File: src/rtl/game_pkg.sv
// Shared types and width helpers for the turn controller.
package game_pkg;

  typedef enum logic [1:0] {
    IDLE  = 2'd0,
    TURN  = 2'd1,
    CHECK = 2'd2,
    DONE  = 2'd3
  } state_t;

  function automatic int pw_f(input int n);
    return (n <= 2) ? 1 : $clog2(n);
  endfunction

  function automatic int cw_f(input int n);
    return $clog2(n + 1);
  endfunction

endpackage

File: src/rtl/turn_timer.sv
// Per-turn cycle counter; expired is high on the last allowed cycle of a turn.
module turn_timer #(
  parameter int CYCLES = 1000
) (
  input  logic clock,
  input  logic reset,
  input  logic clear,
  input  logic enable,
  output logic expired
);

  localparam int TW = $clog2(CYCLES + 1);

  logic [TW-1:0] count;

  assign expired = enable && (count == TW'(CYCLES - 1));

  always_ff @(posedge clock) begin
    if (reset || clear) begin
      count <= '0;
    end else if (enable) begin
      count <= expired ? '0 : count + 1'b1;
    end
  end

endmodule

File: src/rtl/game_turn_ctrl.sv
// Turn-based game sequencer: rotates players, counts moves, detects win/draw.
// Optional per-turn timeout via TURN_TIMEOUT_EN; all outputs registered.
module game_turn_ctrl import game_pkg::*; #(
  parameter  int NUM_PLAYERS    = 2,
  parameter  int NUM_CELLS      = 9,
  parameter  int MAX_ILLEGAL    = 3,
  parameter  int TIMEOUT_CYCLES = 1000,
  localparam int PW             = pw_f(NUM_PLAYERS),
  localparam int CW             = cw_f(NUM_CELLS)
) (
  input  logic                   clock,
  input  logic                   reset,
  input  logic                   start,
  input  logic                   move_valid,
  input  logic                   move_legal,
  input  logic                   win,
  output logic [1:0]             state,
  output logic [PW-1:0]          active_player,
  output logic [NUM_PLAYERS-1:0] turn_en,
  output logic                   move_ack,
  output logic                   move_reject,
  output logic                   timeout,
  output logic [CW-1:0]          moves_made,
  output logic                   game_over,
  output logic                   winner_valid,
  output logic [PW-1:0]          winner
);

  state_t        state_q;
  logic [3:0]    rej_cnt;
  logic          legal_move;
  logic          bad_move;
  logic          rej_limit;
  logic          expired;
  logic          forfeit;
  logic [PW-1:0] nxt_player;

  assign state      = state_q;
  assign legal_move = move_valid && move_legal;
  assign bad_move   = move_valid && !move_legal;
  assign rej_limit  = bad_move && (rej_cnt == 4'(MAX_ILLEGAL - 1));
  assign forfeit    = !legal_move && (rej_limit || expired);
  assign nxt_player = (active_player == PW'(NUM_PLAYERS - 1)) ? '0 : active_player + 1'b1;

`ifdef TURN_TIMEOUT_EN
  logic in_turn;
  logic tmr_clear;

  assign in_turn   = (state_q == TURN);
  // Timer restarts whenever the turn leaves the current player.
  assign tmr_clear = !in_turn || legal_move || rej_limit;

  turn_timer #(.CYCLES(TIMEOUT_CYCLES)) u_timer (
    .clock   (clock),
    .reset   (reset),
    .clear   (tmr_clear),
    .enable  (in_turn),
    .expired (expired)
  );

  always_ff @(posedge clock) begin
    if (reset) begin
      timeout <= 1'b0;
    end else begin
      timeout <= in_turn && expired && !legal_move;
    end
  end
`else
  assign expired = 1'b0;
  assign timeout = 1'b0;
`endif

  always_ff @(posedge clock) begin
    if (reset) begin
      state_q       <= IDLE;
      active_player <= '0;
      turn_en       <= '0;
      move_ack      <= 1'b0;
      move_reject   <= 1'b0;
      moves_made    <= '0;
      game_over     <= 1'b0;
      winner_valid  <= 1'b0;
      winner        <= '0;
      rej_cnt       <= '0;
    end else begin
      move_ack    <= 1'b0;
      move_reject <= 1'b0;
      case (state_q)
        IDLE, DONE: begin
          if (start) begin
            state_q       <= TURN;
            active_player <= '0;
            turn_en       <= NUM_PLAYERS'(1);
            moves_made    <= '0;
            game_over     <= 1'b0;
            winner_valid  <= 1'b0;
            winner        <= '0;
            rej_cnt       <= '0;
          end
        end
        TURN: begin
          if (legal_move) begin
            move_ack   <= 1'b1;
            moves_made <= moves_made + 1'b1;
            turn_en    <= '0;
            state_q    <= CHECK;
          end else begin
            move_reject <= bad_move;
            if (forfeit) begin
              active_player <= nxt_player;
              turn_en       <= NUM_PLAYERS'(1) << nxt_player;
              rej_cnt       <= '0;
            end else if (bad_move) begin
              rej_cnt <= rej_cnt + 1'b1;
            end
          end
        end
        CHECK: begin
          if (win) begin
            state_q      <= DONE;
            game_over    <= 1'b1;
            winner_valid <= 1'b1;
            winner       <= active_player;
          end else if (moves_made == CW'(NUM_CELLS)) begin
            state_q   <= DONE;
            game_over <= 1'b1;
          end else begin
            state_q       <= TURN;
            active_player <= nxt_player;
            turn_en       <= NUM_PLAYERS'(1) << nxt_player;
            rej_cnt       <= '0;
          end
        end
        default: begin
          state_q <= IDLE;
          turn_en <= '0;
        end
      endcase
    end
  end

endmodule
File: config.mk
export PLATFORM = sky130hd
export DESIGN_NAME = game_turn_ctrl
export DESIGN_NICKNAME = d
export VERILOG_FILES = /design/src/rtl/game_pkg.sv /design/src/rtl/turn_timer.sv /design/src/rtl/game_turn_ctrl.sv
export SDC_FILE = /design/constraint.sdc
export NUM_CORES = 1
export LEC_CHECK = 0
export CELL_PAD_IN_SITES_DETAIL_PLACEMENT = 0
export CELL_PAD_IN_SITES_GLOBAL_PLACEMENT = 1
export CORE_AREA = 2 2 56 58
export CTS_BUF_LIST = sky130_fd_sc_hd__clkbuf_8
export DETAILED_ROUTE_END_ITERATION = 10
export DIE_AREA = 0 0 58 60
export HOLD_SLACK_MARGIN = 0.06
export PLACE_DENSITY_LB_ADDON = 0.1
export SLEW_MARGIN = 40
export SYNTH_ARGS = -nofsm -noshare
export SYNTH_HDL_FRONTEND = slang
export SYNTH_SLANG_ARGS = --single-unit
File: constraint.sdc
create_clock -name clock -period 2.6 [get_ports clock]
set_clock_uncertainty 0.1 [all_clocks]
set_input_delay 0.52 -clock clock [delete_from_list [all_inputs] [get_ports clock]]
set_output_delay 0.52 -clock clock [all_outputs]
set_load 0.01 [all_outputs]
==> results of run 1 <==
-- sequential cells by signal (all words and copies together), names as in the netlist --
| name | cells |
|---|---|
| move_reject | 1 |
| moves_made | 4 |
| active_player | 1 |
| state | 2 |
| game_over | 1 |
| winner | 1 |
| winner_valid | 1 |
| turn_en | 2 |
| rej_cnt | 4 |
| move_ack | 1 |
-- cells by family after synthesis --
family	Yosys count	share of synthesized area
AO/OA/AOI/OAI	37	0.247
AND/OR/NAND/NOR	44	0.262
other	1	0.00349
flip-flops	18	0.335
adder cells (fa/ha/maj)	7	0.0815
buffers and inverters	13	0.0710
-- final cells by class --
cell class	count	area share
timing repair buffer	21	0.155
multi-input combinational	89	0.482
sequential	18	0.272
inverter	6	0.0170
tap	33	0.0312
clock buffer	4	0.0416
-- cells in the mapped netlist (3+ instances only) --
master	count
sky130_fd_sc_hd__buf_4	3
sky130_fd_sc_hd__ha_1	7
sky130_fd_sc_hd__nand3_1	3
sky130_fd_sc_hd__nand2b_1	4
sky130_fd_sc_hd__inv_1	6
sky130_fd_sc_hd__o21ai_0	6
sky130_fd_sc_hd__nand2_1	7
sky130_fd_sc_hd__nor2_1	7
sky130_fd_sc_hd__dfxtp_1	18
sky130_fd_sc_hd__nor3_1	4
sky130_fd_sc_hd__a21oi_1	13
-- worst max-delay path, delay by kind of cell (launching register included) --
| family | cells | cell delay, ns |
|---|---|---|
| AOI/OAI and AO/OA | 3 | 0.54 |
| buffers and inverters | 2 | 0.29 |
| DFF | 1 | 0.40 |
| adders and majority gates | 1 | 0.41 |
| and+or+nand+nor | 1 | 0.25 |
-- worst min-delay path by stage --
stage	slack, ns	cells after the start	startpoint	end
4_1_cts	0.40	2	winner$_SDFFE_PP0P_	winner$_SDFFE_PP0P_
3_3_place_gp	0.37	2	winner$_SDFFE_PP0P_	winner$_SDFFE_PP0P_
3_5_place_dp	0.38	1	rej_cnt[2]$_SDFFE_PP0P_	rej_cnt[2]$_SDFFE_PP0P_
2_1_floorplan	0.35	1	rej_cnt[2]$_SDFFE_PP0P_	rej_cnt[2]$_SDFFE_PP0P_
5_1_grt	0.42	2	winner$_SDFFE_PP0P_	winner$_SDFFE_PP0P_
6_report	0.39	2	winner$_SDFFE_PP0P_	winner$_SDFFE_PP0P_
-- layer usage --
layer,global-route usage,up-vias,routed length [µm],share of wire
li1,-,473,-,-
met1,0.183,420,1120,0.50
met2,0.209,21,953,0.43
met3,0.0281,7,94,0.042
met4,0.0831,0,49,0.022
met5,0,-,0,0
-- through the flow --
stage	utilization	std cells	setup WS [ns]	cell area, µm²	total power [mW]
floorplan	-	120	0.683	1070	0.424
global placement	0.437	167	0.357	1270	0.476
detailed placement	0.437	167	0.350	1270	0.475
CTS	0.456	171	0.481	1320	0.710
global route	0.456	171	0.299	1320	0.745
finish	0.456	171	0.509	1320	0.701
-- where the power goes --
group	switching [mW]	total, mW	internal [mW]	leakage, nW
clock	0.0977	0.232	0.135	0.0288
combinational	0.0947	0.169	0.0748	0.317
sequential	0.0115	0.299	0.288	0.146
total	0.204	0.701	0.497	0.491
==> impl_summary.log, run 1 <==
[metrics] outcome: complete, no violations
[metrics] synthesized area divided by synthesized cell count: 8.96 µm²
[metrics] via count of the routed design: 921
[metrics] prevailing post-synth register cell: sky130_fd_sc_hd__dfxtp_1
[metrics] FILL cells: 306
[metrics] Critical Path RT: 2.65 ns
[metrics] Total Routing Usage GR: 0.139
[metrics] Setup Fix Bufs, Post-CTS: 0
[metrics] Detailed Route Iter0 Violations: 22
[metrics] die area: 3480 µm²
[metrics] Fin Setup TNS: 0 ns
[metrics] CTS clk-pin slew, worst paths: 0.07 ns
[metrics] synthesis warning total: 0
[metrics] antenna-violating nets left: 0
[metrics] startpoint types: register
[metrics] combined flip-flop and latch cell area: 360 µm²
[metrics] unrepaired setup endpoints after global routing: false
[metrics] Final Hold Fails: 0
[metrics] synth unique cells: 49
[metrics] Worst Path Max Fanout: 9
[metrics] timing-limited maximum frequency: 478 MHz
[metrics] deepest clock path buffer count: 2
[metrics] wire length reported by the detailed router: 2.22 mm
[metrics] worst min-delay path category: reg -> reg
[metrics] final critical path time including I/O delays and setup: 2.09 ns
[metrics] number of standard-cell rows in the floorplan: 20
[metrics] number of cells on the worst reg-to-reg path: 7
[metrics] DRC violations left: 0
[metrics] clk root buf: sky130_fd_sc_hd__clkbuf_8
[metrics] share of synthesized flip-flops with an asynchronous set or reset: 0
[metrics] number of detailed-route iterations in the first pass: 4
[metrics] CTS tree: yes
[metrics] most common library cell in the layout ignoring fill and taps: sky130_fd_sc_hd__clkdlybuf4s50_1
[metrics] number of flops mapped to enable cells by yosys: 0
[metrics] CTS Hold Buffers Added: 0
[metrics] pwr/cell area: 530 nW/µm²
[metrics] Antenna Diode Count: 0
[metrics] post-synth top area cell: sky130_fd_sc_hd__dfxtp_1
[metrics] ordered list of cells on the worst path: inv_1 -> ha_1 -> and2b_4 -> a211oi_2 -> buf_4 -> a21oi_1 -> a41o_1
[metrics] cell count after synthesis: 120
[metrics] largest net degree at the start of global routing: 18
[metrics] top cells by area in the synthesized netlist: sky130_fd_sc_hd__dfxtp_1, sky130_fd_sc_hd__ha_1, sky130_fd_sc_hd__a21oi_1
[metrics] DP Wirelength: 1.62 mm
[metrics] height of the die: 60 µm
[metrics] total clock sinks: 18
[metrics] summed instance area of the synthesized netlist: 1070 µm²
[metrics] mean routed wirelength per cell: 13.0 µm
[metrics] Worst Hold Slack: 0.390 ns
[metrics] Avg Vias per Cell: 5.39
[metrics] count of port buffers added during placement: 19
[metrics] Final Cycle Share: 0.804
[metrics] overflow left after global routing: 0
[metrics] growth of design area from synthesis to finish: 23.1%
[metrics] reg-to-reg slack, setup: 0.51 ns
[metrics] worst flop-to-flop path endpoint: active_player$_SDFFE_PP0P_
[metrics] launch instance of the worst register-to-register path: state[0]$_SDFFE_PP0P_
[metrics] count of max-cap constraint violations: 0
[metrics] final-stage net count: 152
[metrics] capturing instance or port of the critical path: active_player$_SDFFE_PP0P_
[metrics] core footprint: 2900 µm²
[metrics] gp weighted congestion: 0.759
[metrics] wire length of the first global-routing pass: 3.68 mm
[metrics] sequential share of the synthesized area: 0.335
[metrics] Die Span X: 58 µm
[metrics] endpoint kind of the worst setup timing path: register
[metrics] initial antenna violation count: 0
[metrics] most frequent cells in the layout: sky130_fd_sc_hd__clkdlybuf4s50_1, sky130_fd_sc_hd__dfxtp_1, sky130_fd_sc_hd__a21oi_1
[metrics] maximum VDD drop: 0.000216 V
[metrics] Clk Latency, worst-skew pair: 0.25 ns
[metrics] critical path's largest stage delay: 0.41 ns
[metrics] type of the worst setup path: reg -> reg
[metrics] level count of the clock H-tree: 1
[metrics] Slew Limit Fails: 0
[metrics] number of setup violations in the final report: 0
[metrics] number of global-route vias before repair: 844
[metrics] post_cts resized: 0
[metrics] data arrival time of the worst path: 2.14 ns
[metrics] share of layout cells above drive strength 1: 0.138
[metrics] area occupied by multi-input gates: 638 µm²
[metrics] Yosys top cell area share: 0.335
[metrics] num ports: 21
[metrics] master of the slowest instance on the critical path: sky130_fd_sc_hd__ha_1
[metrics] worst setup path start: state[0]$_SDFFE_PP0P_
[metrics] Mapped Nets: 133
[metrics] Leakage Power: 0.491 nW
[metrics] TritonCTS Buffers: 3
[metrics] Seq cells post-synth: 18
[metrics] initial core utilization: 0.370
Note: power is estimated with default switching activity, not from simulation.
==> run 2, diff against run 1 <==
Settings changed: CORE_AREA 2 2 56 58 to 2 2 58 60, DIE_AREA 0 0 58 60 to 0 0 60 62.
Clock period 2.6 ns to 1.7 ns, I/O delays scaled along.
==> run 2 against run 1 <==
- the flow now finishes with violations (setup timing)
- first-iteration DRC count increased by 91%
- critical path depth unchanged
- via count increased by 7.7%
- sequential share of layout area decreased by 3.5 points
- highest routed layer unchanged
==> impl_summary.log, run 2 (synthesis gave the netlist of run 1 again) <==
[metrics] outcome: finished, violations left
[metrics] violations in the final reports: setup timing
[metrics] minimum setup slack in the final design: -0.00135 ns (-0.511 ns)
[metrics] overflow left after global routing: 0 (unchanged)
[metrics] maximum VDD drop: 0.000296 V (+37%)
[metrics] Total Routing Usage GR: 0.151 (+0.0118)
[metrics] number of global-route vias before repair: 960 (+14%)
[metrics] wire length of the first global-routing pass: 4.28 mm (+16%)
[metrics] Slew Limit Fails: 0 (unchanged)
[metrics] data arrival time of the worst path: 1.75 ns (-0.39 ns)
[metrics] CTS tree: yes
[metrics] combined flip-flop and latch cell area: 368 µm² (+2.1%)
[metrics] FILL cells: 317 (+3.6%)
[metrics] die area: 3720 µm² (+6.9%)
[metrics] utilization after layout: 0.486 (+0.0308)
[metrics] worst min-delay path category: reg -> reg
[metrics] part of the power in registers: 0.406 (-0.021)
[metrics] most common library cell in the layout ignoring fill and taps: sky130_fd_sc_hd__buf_4
[metrics] Layout Cells excl Fill: 203 (+19%)
[metrics] core footprint: 3180 µm² (+9.5%)
[metrics] DRC violations left: 0 (unchanged)
[metrics] share of total power in combinational logic: 0.323 (+0.081)
[metrics] timing-limited maximum frequency: 588 MHz (+23%)
[metrics] Leakage Power: 0.630 nW (+28%)
[metrics] number of setup violations in the final report: 1 (+1)
[metrics] mean routed wirelength per cell: 12.7 µm (-2.3%)
[metrics] count of port buffers added during placement: 19 (unchanged)
[metrics] growth of design area from synthesis to finish: 43.9%
[metrics] wire length reported by the detailed router: 2.57 mm (+16%)
[metrics] pwr/cell area: 732 nW/µm² (+38%)
[metrics] Final Cycle Share: 1.00 (+0.197)
[metrics] number of standard-cell rows in the floorplan: 21 (+5.0%)
[metrics] deepest clock path buffer count: 2 (unchanged)
[metrics] TritonCTS Buffers: 3 (unchanged)
[metrics] share of layout cells above drive strength 1: 0.306 (+0.168)
[metrics] Die Span X: 60 µm (+3.4%)
[metrics] initial core utilization: 0.338 (-0.0322)
[metrics] Clk Latency, worst-skew pair: 0.25 ns (about the same)
[metrics] Detailed Route Iter0 Violations: 42 (+91%)
[metrics] gp weighted congestion: 0.801 (+5.5%)
[metrics] antenna-violating nets left: 0 (unchanged)
[metrics] final critical path time including I/O delays and setup: 1.70 ns (-0.389 ns)
[metrics] Worst Hold Slack: 0.391 ns (+0.00125 ns)
[metrics] critical path's largest stage delay: 0.37 ns (-0.04 ns)
[metrics] Worst Path Buf+Inv: 2 (unchanged)
[metrics] Avg Vias per Cell: 4.89 (-9.3%)
[metrics] DP Wirelength: 1.85 mm (+14%)
[metrics] Critical Path RT: 1.75 ns (-0.90 ns)
[metrics] Clk pwr share: 0.272 (-0.059)
[metrics] startpoint types: register
[metrics] area occupied by multi-input gates: 688 µm² (+7.8%)
[metrics] endpoint kind of the worst setup timing path: register
[metrics] Final Hold Fails: 0 (unchanged)
[metrics] total clock sinks: 18 (unchanged)
[metrics] placed insts: 196 (+17%)
[metrics] height of the die: 62 µm (+3.3%)
[metrics] CTS Hold Buffers Added: 0 (unchanged)
[metrics] count of max-cap constraint violations: 0 (unchanged)
[metrics] master of the slowest instance on the critical path: sky130_fd_sc_hd__dfxtp_4
[metrics] clk root buf: sky130_fd_sc_hd__clkbuf_8
[metrics] net switching fraction of the power: 0.301 (+0.0100)
[metrics] final-stage net count: 171 (+13%)
[metrics] cell family contributing the most delay on the critical path: simple AND/OR/NAND/NOR gates
[metrics] unrepaired setup endpoints after global routing: true
[metrics] Cell Int Power: 0.791 mW (+59%)
[metrics] level count of the clock H-tree: 1 (unchanged)
[metrics] ordered list of cells on the worst path: inv_2 -> ha_4 -> and2b_4 -> a211oi_4 -> buf_6 -> and4b_2 -> nor3_2
[metrics] type of the worst setup path: reg -> reg
[metrics] CTS clk-pin slew, worst paths: 0.07 ns (about the same)
[metrics] Antenna Diode Count: 0 (unchanged)
[metrics] Worst Path Max Fanout: 8 (-1)
[metrics] number of detailed-route iterations in the first pass: 4 (unchanged)
[metrics] via count of the routed design: 992 (+7.7%)
[metrics] most frequent cells in the layout: sky130_fd_sc_hd__buf_4, sky130_fd_sc_hd__clkdlybuf4s50_1, sky130_fd_sc_hd__dfxtp_1
[metrics] largest net degree at the start of global routing: 12 (-6)
[metrics] initial antenna violation count: 0 (unchanged)
[metrics] registers with the most flip-flops: moves_made (4), rej_cnt (4)
[metrics] num ports: 21 (unchanged)
[metrics] reg-to-reg slack, setup: -0.001 ns (-0.51 ns)
[metrics] switching power summed over all nets: 0.340 mW (+67%)
## run 2: changes by cell type in the layout (fill, tap and decap cells not counted), sizes merged
cell,delta
buf,+19
dlygate4sd2,+1
clkbuf,-1
dlymetal6s2s,+2
inv,+1
clkdlybuf4s50,-3
## run 2: worst register-to-register path, cell delays in order (launching register included)
cell and delay, ns:
sky130_fd_sc_hd__dfxtp_4 0.37, sky130_fd_sc_hd__inv_2 0.04, sky130_fd_sc_hd__ha_4 0.21, sky130_fd_sc_hd__and2b_4 0.20, sky130_fd_sc_hd__a211oi_4 0.25, sky130_fd_sc_hd__buf_6 0.17
sky130_fd_sc_hd__and4b_2 0.22, sky130_fd_sc_hd__nor3_2 0.04
## run 2: power groups by stage
stage               Sequential, mW  Clock [mW]  Combinational (mW)
finish                       0.459       0.307               0.365
CTS                          0.461       0.316               0.338
global route                 0.462       0.332               0.404
detailed placement           0.470           0               0.332
global placement             0.469           0               0.330
floorplan                    0.476           0               0.197
## run 2: what timing repair did
item / 4_1_cts / 5_1_grt
pin swaps: 0 / 2
setup buffers: 0 / 2
setup endpoints to repair: 2 / 16
gates cloned: 0 / 1
hold endpoints to repair: 0 / 0
gates resized for setup: 2 / 8
## run 2: path summary, 6_finish.rpt
| kind | startpoint | end | cells after the start |
|---|---|---|---|
| worst max register to register | state[0]$_SDFFE_PP0P_ | turn_en[0]$_SDFFE_PP0P_ | 7 |
| worst min register to register | winner$_SDFFE_PP0P_ | winner$_SDFFE_PP0P_ | 2 |
| worst min-delay path | winner$_SDFFE_PP0P_ | winner$_SDFFE_PP0P_ | 2 |
| worst max-delay path | state[0]$_SDFFE_PP0P_ | turn_en[0]$_SDFFE_PP0P_ | 7 |
## run 2: routing by layer
| metal | track usage | vias up | part of all wire |
|---|---|---|---|
| li1 | - | 502 | - |
| met1 | 0.204 | 466 | 0.48 |
| met2 | 0.252 | 22 | 0.49 |
| met3 | 0.0248 | 2 | 0.033 |
| met4 | 0.0381 | 0 | 0.0051 |
| met5 | 0 | - | 0 |
## run 2: area by class of cell
| type | instances | area share |
|---|---|---|
| Multi-Input combinational cell | 89 | 0.445 |
| Sequential cell | 18 | 0.238 |
| Timing Repair Buffer | 40 | 0.236 |
| Tap cell | 46 | 0.0372 |
| Clock buffer | 3 | 0.0267 |
| Inverter | 6 | 0.0146 |
| Clock inverter | 1 | 0.00243 |
## run 2: per-stage QoR
stage | power (mW) | instance area (µm²) | setup TNS [ns] | worst slack, ns
after floorplan | 0.673 | 1110 | -0.0896 | -0.0449
after global placement | 0.799 | 1450 | -2.13 | -0.229
after detailed placement | 0.803 | 1450 | -2.28 | -0.238
after CTS | 1.11 | 1490 | 0 | 0.00862
after global routing | 1.20 | 1550 | -0.498 | -0.0765
final | 1.13 | 1550 | -0.00135 | -0.00135
==> run 3, diff against run 2 <==
Settings changed: CORE_AREA 2 2 58 60 to 2 2 67 53, DIE_AREA 0 0 60 62 to 0 0 69 55.
==> run 3 against run 2 <==
- the run still ends with setup timing left
- critical endpoint is now rej_cnt[3]$_SDFFE_PP0P_
- clock power increased by 17%
- non-clock buffer count increased by 1
- fmax down 1.8%
- power up 6.1%
- via count is 0.40% lower
- count of clock-buffer cells in the layout rose by 1
- cell count decreased by 2.5%
- wire length is 3.3% higher
- flip-flop and latch count stayed put
- critical path depth shrank 1
- register-to-register slack worse by 0.02 ns
- sequential power is essentially flat
==> impl_summary.log, run 3 (synthesis gave the netlist of run 1 again) <==
[metrics] violations in the final reports: setup timing
[metrics] Critical Path RT: 1.74 ns (about the same)
[metrics] minimum setup slack in the final design: -0.0322 ns (-0.0308 ns)
[metrics] data arrival time of the worst path: 1.77 ns (+0.02 ns)
[metrics] height of the die: 55 µm (-11%)
[metrics] maximum VDD drop: 0.000447 V (+51%)
[metrics] TritonCTS Buffers: 3 (unchanged)
[metrics] number of detailed-route iterations in the first pass: 4 (unchanged)
[metrics] die area: 3800 µm² (+2.0%)
[metrics] DRC violations left: 0 (unchanged)
[metrics] CTS tree: yes
[metrics] growth of design area from synthesis to finish: 46.9%
[metrics] initial antenna violation count: 0 (unchanged)
[metrics] endpoint kind of the worst setup timing path: register
[metrics] DP Wirelength: 1.89 mm (+2.1%)
[metrics] Final Cycle Share: 1.02 (+0.0181)
[metrics] placed insts: 190 (-3.1%)
[metrics] share of layout cells above drive strength 1: 0.348 (+0.0424)
[metrics] clk root buf: sky130_fd_sc_hd__clkbuf_8
[metrics] Final Hold Fails: 0 (unchanged)
[metrics] largest net degree at the start of global routing: 18 (+6)
[metrics] number of standard-cell rows in the floorplan: 18 (-14%)
[metrics] timing-limited maximum frequency: 577 MHz (-1.8%)
[metrics] pre-CTS worst setup slack: -0.270 ns (-0.0314 ns)
[metrics] type of the worst setup path: in -> reg
[metrics] Worst Path Max Fanout: 6 (-2)
[metrics] overflow left after global routing: 0 (unchanged)
[metrics] total clock sinks: 18 (unchanged)
[metrics] pwr/cell area: 760 nW/µm² (+3.9%)
[metrics] Total Routing Usage GR: 0.143 (-0.00746)
[metrics] outcome: finished, violations left
[metrics] deepest clock path buffer count: 2 (unchanged)
[metrics] startpoint types: input port
[metrics] wire length of the first global-routing pass: 4.28 mm (unchanged)
[metrics] num ports: 21 (unchanged)
[metrics] Leakage Power: 0.653 nW (+3.6%)
[metrics] initial core utilization: 0.341 (+0.00282)
[metrics] mean routed wirelength per cell: 13.4 µm (+5.9%)
[metrics] FILL cells: 311 (-1.9%)
[metrics] worst min-delay path category: reg -> reg
[metrics] via count of the routed design: 988 (-0.40%)
[metrics] antenna-violating nets left: 0 (unchanged)
[metrics] Clk Latency, worst-skew pair: 0.26 ns (about the same)
[metrics] Avg Vias per Cell: 4.99 (+2.1%)
[metrics] CTS clk-pin slew, worst paths: 0.07 ns (about the same)
[metrics] core footprint: 3150 µm² (-0.83%)
[metrics] CTS Hold Buffers Added: 0 (unchanged)
[metrics] Layout Cells excl Fill: 198 (-2.5%)
[metrics] most frequent cells in the layout: sky130_fd_sc_hd__buf_4, sky130_fd_sc_hd__clkdlybuf4s50_1, sky130_fd_sc_hd__dfxtp_1
[metrics] wire length reported by the detailed router: 2.66 mm (+3.3%)
[metrics] most common library cell in the layout ignoring fill and taps: sky130_fd_sc_hd__buf_4
[metrics] number of global-route vias before repair: 912 (-5.0%)
[metrics] Detailed Route Iter0 Violations: 39 (-7.1%)
[metrics] final-stage net count: 172 (+0.58%)
[metrics] level count of the clock H-tree: 1 (unchanged)
[metrics] unrepaired setup endpoints after global routing: true
[metrics] utilization after layout: 0.501 (+0.0144)
[metrics] sum of internal, switching and leakage power: 1.20 mW (+6.1%)
[metrics] Slew Limit Fails: 0 (unchanged)
[metrics] final critical path time including I/O delays and setup: 1.73 ns (+0.0308 ns)
[metrics] Die Span X: 69 µm (+15%)
[metrics] count of max-cap constraint violations: 0 (unchanged)
[metrics] gp weighted congestion: 0.780 (-2.6%)
[metrics] registers with the most flip-flops: moves_made (4), rej_cnt (4)
[metrics] count of port buffers added during placement: 19 (unchanged)
[metrics] Antenna Diode Count: 0 (unchanged)
[metrics] number of setup violations in the final report: 2 (+1)
-- run 3: changes by cell type in the layout (fill, tap and decap cells not counted), sizes merged --
cell,previous run,this run
clkbuf,3,4
inv,7,6
dlymetal6s2s,2,3
clkdlybuf4s50,16,15
buf,21,22
-- run 3: repair_timing --
action | CTS | global route
endpoints found under the setup margin | 3 | 15
buffers inserted | 0 | 3
gates resized for setup | 4 | 15
pin swaps | 0 | 6
gates cloned | 0 | 1
-- run 3: layout make-up --
type / count / area, µm² / area share
inverter: 6 / 22.5 / 0.0143
tap: 40 / 50.0 / 0.0317
clock buffer: 4 / 55.1 / 0.0349
timing repair buffer: 41 / 365 / 0.231
multi-input combinational: 89 / 718 / 0.455
sequential: 18 / 368 / 0.233
-- run 3: worst paths after layout --
check	end	cells after the start	start	slack, ns
worst max-delay path	rej_cnt[3]$_SDFFE_PP0P_	6	start	-0.03
worst min-delay path	winner$_SDFFE_PP0P_	2	winner$_SDFFE_PP0P_	0.40
worst max register to register	rej_cnt[3]$_SDFFE_PP0P_	7	state[0]$_SDFFE_PP0P_	-0.02
worst min register to register	winner$_SDFFE_PP0P_	2	winner$_SDFFE_PP0P_	0.40
-- run 3: stage by stage --
stage / hold slack, ns / instance area, µm² / setup TNS, ns
after floorplan: 0.349 / 1110 / -0.0896
after global placement: 0.386 / 1430 / -2.13
after detailed placement: 0.390 / 1430 / -2.37
after CTS: 0.403 / 1490 / 0
after global routing: 0.419 / 1580 / -0.275
final: 0.401 / 1580 / -0.0347
-- run 3: power breakdown --
group	total, mW	internal, mW	switching (mW)
clock	0.360	0.206	0.154
sequential	0.458	0.443	0.0151
combinational	0.383	0.196	0.187
total	1.20	0.844	0.356
-- run 3: metal layers --
| metal | GRT usage | vias up | part of all wire |
|---|---|---|---|
| met3 | 0.0453 | 2 | 0.050 |
| met2 | 0.218 | 26 | 0.40 |
| met5 | 0 | - | 0 |
| met1 | 0.200 | 452 | 0.54 |
| met4 | 0.0294 | 0 | 0.0038 |
| li1 | - | 508 | - |
-- run 3: worst max-delay path: stages --
cell and delay (ns):
sky130_fd_sc_hd__clkdlybuf4s50_1 0.50, sky130_fd_sc_hd__and2b_4 0.23, sky130_fd_sc_hd__a211oi_4 0.25, sky130_fd_sc_hd__buf_6 0.17, sky130_fd_sc_hd__a311o_1 0.21, sky130_fd_sc_hd__o31ai_4 0.08
